$ cat config.mk
export PLATFORM = sky130hd
export DESIGN_NAME = mem_access_unit_flat
export DESIGN_NICKNAME = d
export VERILOG_FILES = /design/src/rtl/mem_access_unit_if.sv /design/src/rtl/mem_access_unit.sv /design/src/flat_wrapper.sv
export SDC_FILE = /design/constraint.sdc
export NUM_CORES = 1
export LEC_CHECK = 0
export CAP_MARGIN = 20
export CORE_MARGIN = 2
export CORE_UTILIZATION = 47
export CTS_CLUSTER_DIAMETER = 150
export DETAILED_ROUTE_END_ITERATION = 16
export PLACE_DENSITY = 0.81
export SYNTH_ARGS = -nofsm -noshare
export SYNTH_HDL_FRONTEND = slang
export SYNTH_SLANG_ARGS = --single-unit
$ cat constraint.sdc
create_clock -name clock -period 3.7 [get_ports clock]
set_input_delay 0.555 -clock clock [delete_from_list [all_inputs] [get_ports clock]]
set_output_delay 0.555 -clock clock [all_outputs]
set_load 0.02 [all_outputs]
$ cat src/rtl/mem_access_unit_if.sv
// CPU request/response and data-RAM signals of mem_access_unit in one bundle.
// A request transfers on a rising edge where req_valid && req_ready; rsp_valid is a one-cycle completion pulse.
interface mem_access_unit_if;
    logic        req_valid;
    logic        req_ready;
    logic        req_write;
    logic [1:0]  req_size;
    logic        req_unsigned;
    logic [31:0] req_addr;
    logic [31:0] req_wdata;
    logic        rsp_valid;
    logic        rsp_err;
    logic [31:0] rsp_rdata;
    logic        ram_we;
    logic [31:0] ram_addr;
    logic [31:0] ram_wdata;
    logic [31:0] ram_rdata;

    modport slave (
        input  req_valid, req_write, req_size, req_unsigned, req_addr, req_wdata, ram_rdata,
        output req_ready, rsp_valid, rsp_err, rsp_rdata, ram_we, ram_addr, ram_wdata
    );

    modport master (
        output req_valid, req_write, req_size, req_unsigned, req_addr, req_wdata, ram_rdata,
        input  req_ready, rsp_valid, rsp_err, rsp_rdata, ram_we, ram_addr, ram_wdata
    );
endinterface

$ cat src/rtl/mem_access_unit.sv
// Turns byte/halfword/word CPU loads and stores into word RAM accesses,
// using read-modify-write for sub-word stores and lane extraction for sub-word loads.
module mem_access_unit #(
    parameter int RAM_LATENCY = 1
) (
    input  logic                   clock,
    input  logic                   reset,
    mem_access_unit_if.slave       bus,
    output logic [1:0]             dbg_state_o
);
    typedef enum logic [1:0] {IDLE = 2'd0, RD = 2'd1, WR = 2'd2, RESP = 2'd3} state_t;

    localparam logic [1:0] SZ_BYTE = 2'd0;
    localparam logic [1:0] SZ_HALF = 2'd1;
    localparam logic [1:0] SZ_WORD = 2'd2;
    localparam logic [1:0] LAST_WAIT = 2'(RAM_LATENCY);

    state_t      state_q;
    logic [1:0]  wait_q;
    logic [1:0]  off_q;
    logic [1:0]  size_q;
    logic        uns_q;
    logic        write_q;
    logic [31:0] wdata_q;
    logic        req_ready_q;
    logic        rsp_valid_q;
    logic        rsp_err_q;
    logic [31:0] rsp_rdata_q;
    logic        ram_we_q;
    logic [31:0] ram_addr_q;
    logic [31:0] ram_wdata_q;

    logic [31:0] rsp_rdata_d;
    logic [31:0] ram_wdata_d;
    logic        req_err;

    function automatic logic [31:0] extract(input logic [31:0] w, input logic [1:0] off,
                                            input logic [1:0] size, input logic uns);
        logic [7:0]  b;
        logic [15:0] h;
        b = w[{off, 3'b000} +: 8];
        h = off[1] ? w[31:16] : w[15:0];
        case (size)
            SZ_BYTE: extract = uns ? {24'd0, b} : {{24{b[7]}}, b};
            SZ_HALF: extract = uns ? {16'd0, h} : {{16{h[15]}}, h};
            default: extract = w;
        endcase
    endfunction

    // Only the addressed lane changes; the rest of the word comes from the RAM read.
    function automatic logic [31:0] merge(input logic [31:0] w, input logic [31:0] wd,
                                          input logic [1:0] off, input logic [1:0] size);
        logic [31:0] m;
        m = w;
        if (size == SZ_BYTE) begin
            m[{off, 3'b000} +: 8] = wd[7:0];
        end else if (off[1]) begin
            m[31:16] = wd[15:0];
        end else begin
            m[15:0] = wd[15:0];
        end
        merge = m;
    endfunction

    assign req_err = (bus.req_size == 2'b11)
                   || (bus.req_size == SZ_HALF && bus.req_addr[0])
                   || (bus.req_size == SZ_WORD && bus.req_addr[1:0] != 2'b00);

    assign rsp_rdata_d = extract(bus.ram_rdata, off_q, size_q, uns_q);
    assign ram_wdata_d = merge(bus.ram_rdata, wdata_q, off_q, size_q);

    always_ff @(posedge clock) begin
        if (reset) begin
            state_q     <= IDLE;
            wait_q      <= 2'd0;
            off_q       <= 2'd0;
            size_q      <= 2'd0;
            uns_q       <= 1'b0;
            write_q     <= 1'b0;
            wdata_q     <= 32'd0;
            req_ready_q <= 1'b1;
            rsp_valid_q <= 1'b0;
            rsp_err_q   <= 1'b0;
            rsp_rdata_q <= 32'd0;
            ram_we_q    <= 1'b0;
            ram_addr_q  <= 32'd0;
            ram_wdata_q <= 32'd0;
        end else begin
            case (state_q)
                IDLE: begin
                    if (bus.req_valid) begin
                        off_q       <= bus.req_addr[1:0];
                        size_q      <= bus.req_size;
                        uns_q       <= bus.req_unsigned;
                        write_q     <= bus.req_write;
                        wdata_q     <= bus.req_wdata;
                        ram_addr_q  <= {bus.req_addr[31:2], 2'b00};
                        req_ready_q <= 1'b0;
                        rsp_rdata_q <= 32'd0;
                        wait_q      <= 2'd0;
                        if (req_err) begin
                            state_q     <= RESP;
                            rsp_valid_q <= 1'b1;
                            rsp_err_q   <= 1'b1;
                        end else if (bus.req_write && bus.req_size == SZ_WORD) begin
                            ram_wdata_q <= bus.req_wdata;
                            ram_we_q    <= 1'b1;
                            state_q     <= WR;
                        end else begin
                            state_q <= RD;
                        end
                    end
                end
                RD: begin
                    // The RAM word is valid in the final wait cycle only.
                    if (wait_q == LAST_WAIT) begin
                        if (write_q) begin
                            ram_wdata_q <= ram_wdata_d;
                            ram_we_q    <= 1'b1;
                            state_q     <= WR;
                        end else begin
                            rsp_rdata_q <= rsp_rdata_d;
                            rsp_valid_q <= 1'b1;
                            state_q     <= RESP;
                        end
                    end else begin
                        wait_q <= wait_q + 2'd1;
                    end
                end
                WR: begin
                    ram_we_q    <= 1'b0;
                    rsp_valid_q <= 1'b1;
                    state_q     <= RESP;
                end
                default: begin
                    rsp_valid_q <= 1'b0;
                    rsp_err_q   <= 1'b0;
                    req_ready_q <= 1'b1;
                    state_q     <= IDLE;
                end
            endcase
        end
    end

    assign bus.req_ready = req_ready_q;
    assign bus.rsp_valid = rsp_valid_q;
    assign bus.rsp_err   = rsp_err_q;
    assign bus.rsp_rdata = rsp_rdata_q;
    assign bus.ram_we    = ram_we_q;
    assign bus.ram_addr  = ram_addr_q;
    assign bus.ram_wdata = ram_wdata_q;
    assign dbg_state_o   = state_q;
endmodule

$ cat src/flat_wrapper.sv
// flat-port wrapper written by rule: the top's interface ports become plain ports
module mem_access_unit_flat 
#(
    parameter int RAM_LATENCY = 1
)
  (clock, reset, dbg_state_o, bus_req_valid, bus_req_write, bus_req_size, bus_req_unsigned, bus_req_addr, bus_req_wdata, bus_ram_rdata, bus_req_ready, bus_rsp_valid, bus_rsp_err, bus_rsp_rdata, bus_ram_we, bus_ram_addr, bus_ram_wdata);
  mem_access_unit_if bus_i ();
  input  logic clock;
  input  logic reset;
  output logic [1:0] dbg_state_o;
  input wire logic [$bits(bus_i.req_valid)-1:0] bus_req_valid;
  input wire logic [$bits(bus_i.req_write)-1:0] bus_req_write;
  input wire logic [$bits(bus_i.req_size)-1:0] bus_req_size;
  input wire logic [$bits(bus_i.req_unsigned)-1:0] bus_req_unsigned;
  input wire logic [$bits(bus_i.req_addr)-1:0] bus_req_addr;
  input wire logic [$bits(bus_i.req_wdata)-1:0] bus_req_wdata;
  input wire logic [$bits(bus_i.ram_rdata)-1:0] bus_ram_rdata;
  output wire logic [$bits(bus_i.req_ready)-1:0] bus_req_ready;
  output wire logic [$bits(bus_i.rsp_valid)-1:0] bus_rsp_valid;
  output wire logic [$bits(bus_i.rsp_err)-1:0] bus_rsp_err;
  output wire logic [$bits(bus_i.rsp_rdata)-1:0] bus_rsp_rdata;
  output wire logic [$bits(bus_i.ram_we)-1:0] bus_ram_we;
  output wire logic [$bits(bus_i.ram_addr)-1:0] bus_ram_addr;
  output wire logic [$bits(bus_i.ram_wdata)-1:0] bus_ram_wdata;
  assign bus_i.req_valid = bus_req_valid;
  assign bus_i.req_write = bus_req_write;
  assign bus_i.req_size = bus_req_size;
  assign bus_i.req_unsigned = bus_req_unsigned;
  assign bus_i.req_addr = bus_req_addr;
  assign bus_i.req_wdata = bus_req_wdata;
  assign bus_i.ram_rdata = bus_ram_rdata;
  assign bus_req_ready = bus_i.req_ready;
  assign bus_rsp_valid = bus_i.rsp_valid;
  assign bus_rsp_err = bus_i.rsp_err;
  assign bus_rsp_rdata = bus_i.rsp_rdata;
  assign bus_ram_we = bus_i.ram_we;
  assign bus_ram_addr = bus_i.ram_addr;
  assign bus_ram_wdata = bus_i.ram_wdata;
  mem_access_unit #(.RAM_LATENCY(RAM_LATENCY)) u_core (.clock(clock), .reset(reset), .bus(bus_i), .dbg_state_o(dbg_state_o));
endmodule
Word level (Yosys, flattened, before mapping) --
Cells that the tools add are included.
Storage, ports and cells: word-level logic and storage cells 96, flip-flop bits (word level) 124, output and inout port bits 102, input port bits 103
Cells by class: reductions and logical operators 20, muxes and demuxes 41, shift-type cells 3, add/sub/neg operators 2, bitwise gates (word level) 1, eq/ne operators 15
Operator list (count):
- two-way mux 32 bit | 11
- one-hot mux 32 bit (2 select lines) | 3
- two-way mux 16 bit | 3
- bitwise mux 32 bit | 1
- variable shift 8 x 7 -> 32 bit, first input constant | 1
- indexed part select 32 x 6 -> 8 bit | 1
- indexed part select 8 x 7 -> 32 bit | 1
- two-way mux 2 bit | 6
- AND reduction 6 bit | 2
- two-way mux 1 bit | 11
- == test 2 x 1 -> 1 bit, second input constant | 4
- inequality test 2 x 1 -> 1 bit, second input constant | 4
- inequality test 2 bit, second input constant | 4
- AND reduction 4 bit | 2
- negation 5 -> 7 bit | 1
- == test 2 bit, second input constant | 3
- one-hot mux 1 bit (3 select lines) | 2
- one-hot mux 2 bit (3 select lines) | 1
- AND reduction 2 bit | 3
- AND reduction 3 bit | 2
- logical NOT 2 bit | 2
- one-hot mux 1 bit (2 select lines) | 2
- one-hot mux 2 bit (2 select lines) | 1
- nonzero test 2 bit | 2
- other kinds (6) | 9

Depth between registers and ports, before layout --
depth in word-level cells 7, gate-level depth with buffers 9, mapped depth without buffers 6

Worst setup path before layout --
No wires, ideal clock.
path kind flip-flop to flip-flop, start register u_core.off_q[1], end register u_core.ram_wdata_q[25] (netlist: u_core.bus.ram_wdata[25]), buffers on the path 3, setup time 0.072 ns, cell stages (with the launch flop) 10, slack 1.057 ns, period minus slack after synthesis 2.643 ns, arrival time 2.571 ns, data required time 3.628 ns, path through dfxtp_1 buf_2 clkbuf_1 clkinv_1 ha_1 nor4bb_1 clkbuf_1 a221oi_1 or4_1 mux2i_1
Between the ends: longest elaborated chain between the ends 7, elaborated cells on any way between the ends 9, classes of those cells add/sub: 1; shift: 2; mux: 6
RTL lines:
- start, declared | RTL line mem_access_unit.sv:20 | logic [1:0] off_q;
- start signal, assigned | RTL line mem_access_unit.sv:92 | off_q <= bus.req_addr[1:0];
- negation 5 -> 7 bit | RTL line mem_access_unit.sv:56 | m[{off, 3'b000} +: 8] = wd[7:0];
- indexed part select 8 x 7 -> 32 bit / variable shift 8 x 7 -> 32 bit (equally long branches) | RTL line mem_access_unit.sv:56
- bitwise mux 32 bit | RTL line mem_access_unit.sv:56
- two-way mux 32 bit (*) | RTL line mem_access_unit.sv:55 | if (size == SZ_BYTE) begin
- two-way mux 32 bit (*) | RTL line mem_access_unit.sv:117 | if (write_q) begin
- two-way mux 32 bit (*) | RTL line mem_access_unit.sv:116 | if (wait_q == LAST_WAIT) begin
- one-hot mux 32 bit (2 select lines) (*) | RTL line mem_access_unit.sv:89 | case (state_q)
- end signal, assigned | RTL line mem_access_unit.sv:106 | ram_wdata_q <= bus.req_wdata;
- end signal, assigned | RTL line mem_access_unit.sv:118 | ram_wdata_q <= ram_wdata_d;
- end, declared | RTL line mem_access_unit.sv:31 | logic [31:0] ram_wdata_q;
Every way passes the cells marked *; elsewhere a longest branch is shown, timed or not. The select of a mux whose other input is x is not followed. A chain may end at the register's enable or synchronous reset.

Worst setup path in the final report --
start register u_core.off_q[1], end register u_core.ram_wdata_q[15] (netlist: u_core.bus.ram_wdata[15])
Same word-level chain as after synthesis.

==> out/results.tsv <==
stage	metric	value	unit
status	status	completed	
sta	Rel. slew slack	0.300	
sta	min Tclk post-route	2.90	ns
power_and_ir_drop	Pwr per Cell Area	650	nW/µm²
clocking	# hold bufs at CTS	0	
setup_path	WS Path Type	reg -> reg	
setup_path	r2r setup slk	0.80	ns
routing	Post-DRT Antenna Nets	0	
synth	Commonest cells post-synth	nand2_1 (144), dfxtp_1 (124), a21oi_1 (64), clkbuf_1 (52), nor2b_1 (34)	
placement	Placed Cells	1104	
synth	ys async rst share	0	
clocking	CTS buffer count	17	
power_and_ir_drop	post-route total power	5.85	mW
sta	Setup TNS Final	0	ns
setup_path	FF-to-FF path depth	6	
run	Max-cap violations	0	
grt	Total GRT Usage	0.291	
clocking	Longest Clk Path Bufs	2	
routing	WL final	21100	µm
hold_path	HP Start	u_core.bus.ram_addr[9]	
synth	Top FF cell, synth	dfxtp_1	
hold_path	Hold Path Class	reg -> reg	
cells_and_area	Ant. Diodes	0	
synth	post-synthesis cell count	782	
floorplanning	core area	13200	µm²
placement	Post-DP HPWL	14900	µm
synth	area share of the largest cell type after synthesis	0.390	
routing	via count	6710	
clocking	Clk Tree Root Cell	clkbuf_16	
grt	vias in the first global route	6097	
hold_path	WHS Endpoint	u_core.bus.ram_addr[9]	
sta	Final Skew	0.0100	ns
placement	Placer Congestion	0.944	
synth	Yosys reg bits	124	
placement	pre-CTS setup slack	0.725	ns
cells_and_area	# nets final	1060	
synth	most numerous cell in the Yosys netlist	nand2_1	
synth	Ys Warns	0	
routing	DRT iter0 DRCs	579	
grt	pin count of the biggest net entering global routing	75	
sta	fin crit share	0.785	
clocking	clk_lat worst skew	0.43	ns
cells_and_area	synth-to-layout area growth	41.4	%
synth	Synth area leaders	dfxtp_1 (39%), nand2_1 (8.5%), a21oi_1 (5.0%), mux2i_1 (4.7%), nor2b_1 (3.3%)	
setup_path	crit path DAT	3.25	ns
cells_and_area	Finished Layout Cells	1136	
power_and_ir_drop	leakage power	3.35	nW
setup_path	r2r endpoint	u_core.bus.ram_wdata[15]	
floorplanning	die span in y	120	µm
synth	Syn Std Cell Area	6360	µm²
sta	RSZ-0062 raised after global routing	false	
setup_path	Crit. Startpoint	u_core.off_q[1]	
sta	Slew Limit Fails	0	
sta	post-route setup slack	0.797	ns
power_and_ir_drop	worst IR drop on VDD	0.456	mV
grt	global route overflow	0	
routing	DR pass1 iterations	5	
sta	Max Fclk	344	MHz
grt	first-pass GRT wire length	32700	µm
cells_and_area	share of layout cells above drive strength 1	0.0583	
routing	WL/cell	18.6	µm
setup_path	RR Startpoint	u_core.off_q[1]	
setup_path	CP Max Fanout	26	
hold_path	hold depth	2	
clocking	CTS tree	built	
grt	initial antenna violation count	0	
floorplanning	Starting Density	0.480	
placement	port buffer count	202	
clocking	Clock transition at path regs	0.05	ns
clocking	setup bufs post-CTS	0	
synth	distinct cell type count of the synthesized netlist	55	
floorplanning	Die X-Extent	120	µm
sta	worst-margin pin slew	1.05	ns
setup_path	Critical Path RT	4.05	ns
clocking	H-tree levels	4	
floorplanning	row count	42	
setup_path	Setup crit end kind	flip-flop	
routing	drt drc	0	
sta	final setup fails	0	
floorplanning	Die ar.	14500	µm²
synth	syn avg cell area	8.13	µm²
clocking	clk sinks	124	
synth	cell taking the most area after synthesis	dfxtp_1	
setup_path	CP Launch Type	flip-flop	
synth	EDFF count, synth	0	
synth	sequential-to-total area share from yosys stat	0.390	
clocking	post-CTS resize count	0	
sta	hold_ws	0.450	ns
floorplanning	I/O Pins	205	
routing	detail-routed via count per cell	5.91	
sta	Fin. Hold Viols	0	
## flip-flops by register name, indices dropped and copies added (netlist names), 2 cells and up
| signal | cells |
|---|---|
| u_core.bus.rsp_rdata | 32 |
| u_core.size_q | 2 |
| u_core.wdata_q | 16 |
| u_core.bus.ram_addr | 30 |
| u_core.off_q | 2 |
| u_core.dbg_state_o | 2 |
| u_core.bus.ram_wdata | 32 |
| u_core.wait_q | 2 |
## worst max path at each step
stage	to	slack, ns	cells past startpoint
4_1_cts	u_core.bus.ram_wdata[7]	0.88	7
3_5_place_dp	u_core.bus.ram_wdata[28]	0.72	7
6_report	u_core.bus.ram_wdata[15]	0.80	6
5_1_grt	u_core.bus.ram_wdata[4]	0.67	7
3_3_place_gp	u_core.bus.ram_wdata[4]	0.77	7
2_1_floorplan	u_core.bus.ram_wdata[25]	1.06	9
## metrics by stage
stage	cell area, µm²	utilization
floorplan	6360	-
global placement	8420	0.636
detailed placement	8420	0.636
CTS	8990	0.679
global route	8990	0.679
finish	8990	0.679
## area by class of cell
type / instances / area [µm²]
clock buffers: 21 / 450
clock inverters: 11 / 120
fillers: 1113 / 4250
inverters: 20 / 75.1
multi-input cells: 566 / 3500
flip-flops and latches: 124 / 2480
well taps: 176 / 220
repair buffers: 218 / 2140
## placed cells by master (no fill, tap or decap), types with 22 or more instances in the layout
cell type / n
clkdlybuf4s50_1: 201
mux2i_1: 30
a21oi_1: 64
dfxtp_1: 123
a221oi_1: 23
nor2b_1: 34
nand2_1: 144
nor2_1: 29
a211oi_1: 22
## power by group
part           switching [mW]  internal (mW)  leakage (nW)  total [mW]
sequential              0.215           1.58          1.01        1.80
clock                   0.614           1.00         0.273        1.62
combinational            1.41           1.02          2.06        2.43
total                    2.24           3.61          3.35        5.85
## worst max-delay path, cell delays in order (launching register included)
cell	delay, ns
dfxtp_2	0.62
clkinv_1	0.44
ha_1	0.47
and4b_1	0.41
a221oi_1	0.12
or4_1	0.59
mux2i_1	0.16
## metal layers
| metal | global-route usage | up-vias | share of wire |
|---|---|---|---|
| met5 | 0 | - | 0 |
| met4 | 0.129 | 0 | 0.036 |
| met3 | 0.0868 | 58 | 0.093 |
| met2 | 0.458 | 369 | 0.47 |
| met1 | 0.369 | 3109 | 0.40 |
| li1 | - | 3174 | - |
## cells by family (layout without fill, tap and decap cells)
family | Yosys count | in the layout | synth area share
AOI/OAI and AO/OA | 218 | 218 | 0.241
adders and majority gates | 10 | 10 | 0.0197
buffers and inverters | 93 | 270 | 0.0596
DFF | 124 | 124 | 0.390
muxes | 34 | 34 | 0.0543
other | 1 | 2 | 0.000590
and+or+nand+nor | 302 | 302 | 0.234
Note: power is estimated with default switching activity, not from simulation.
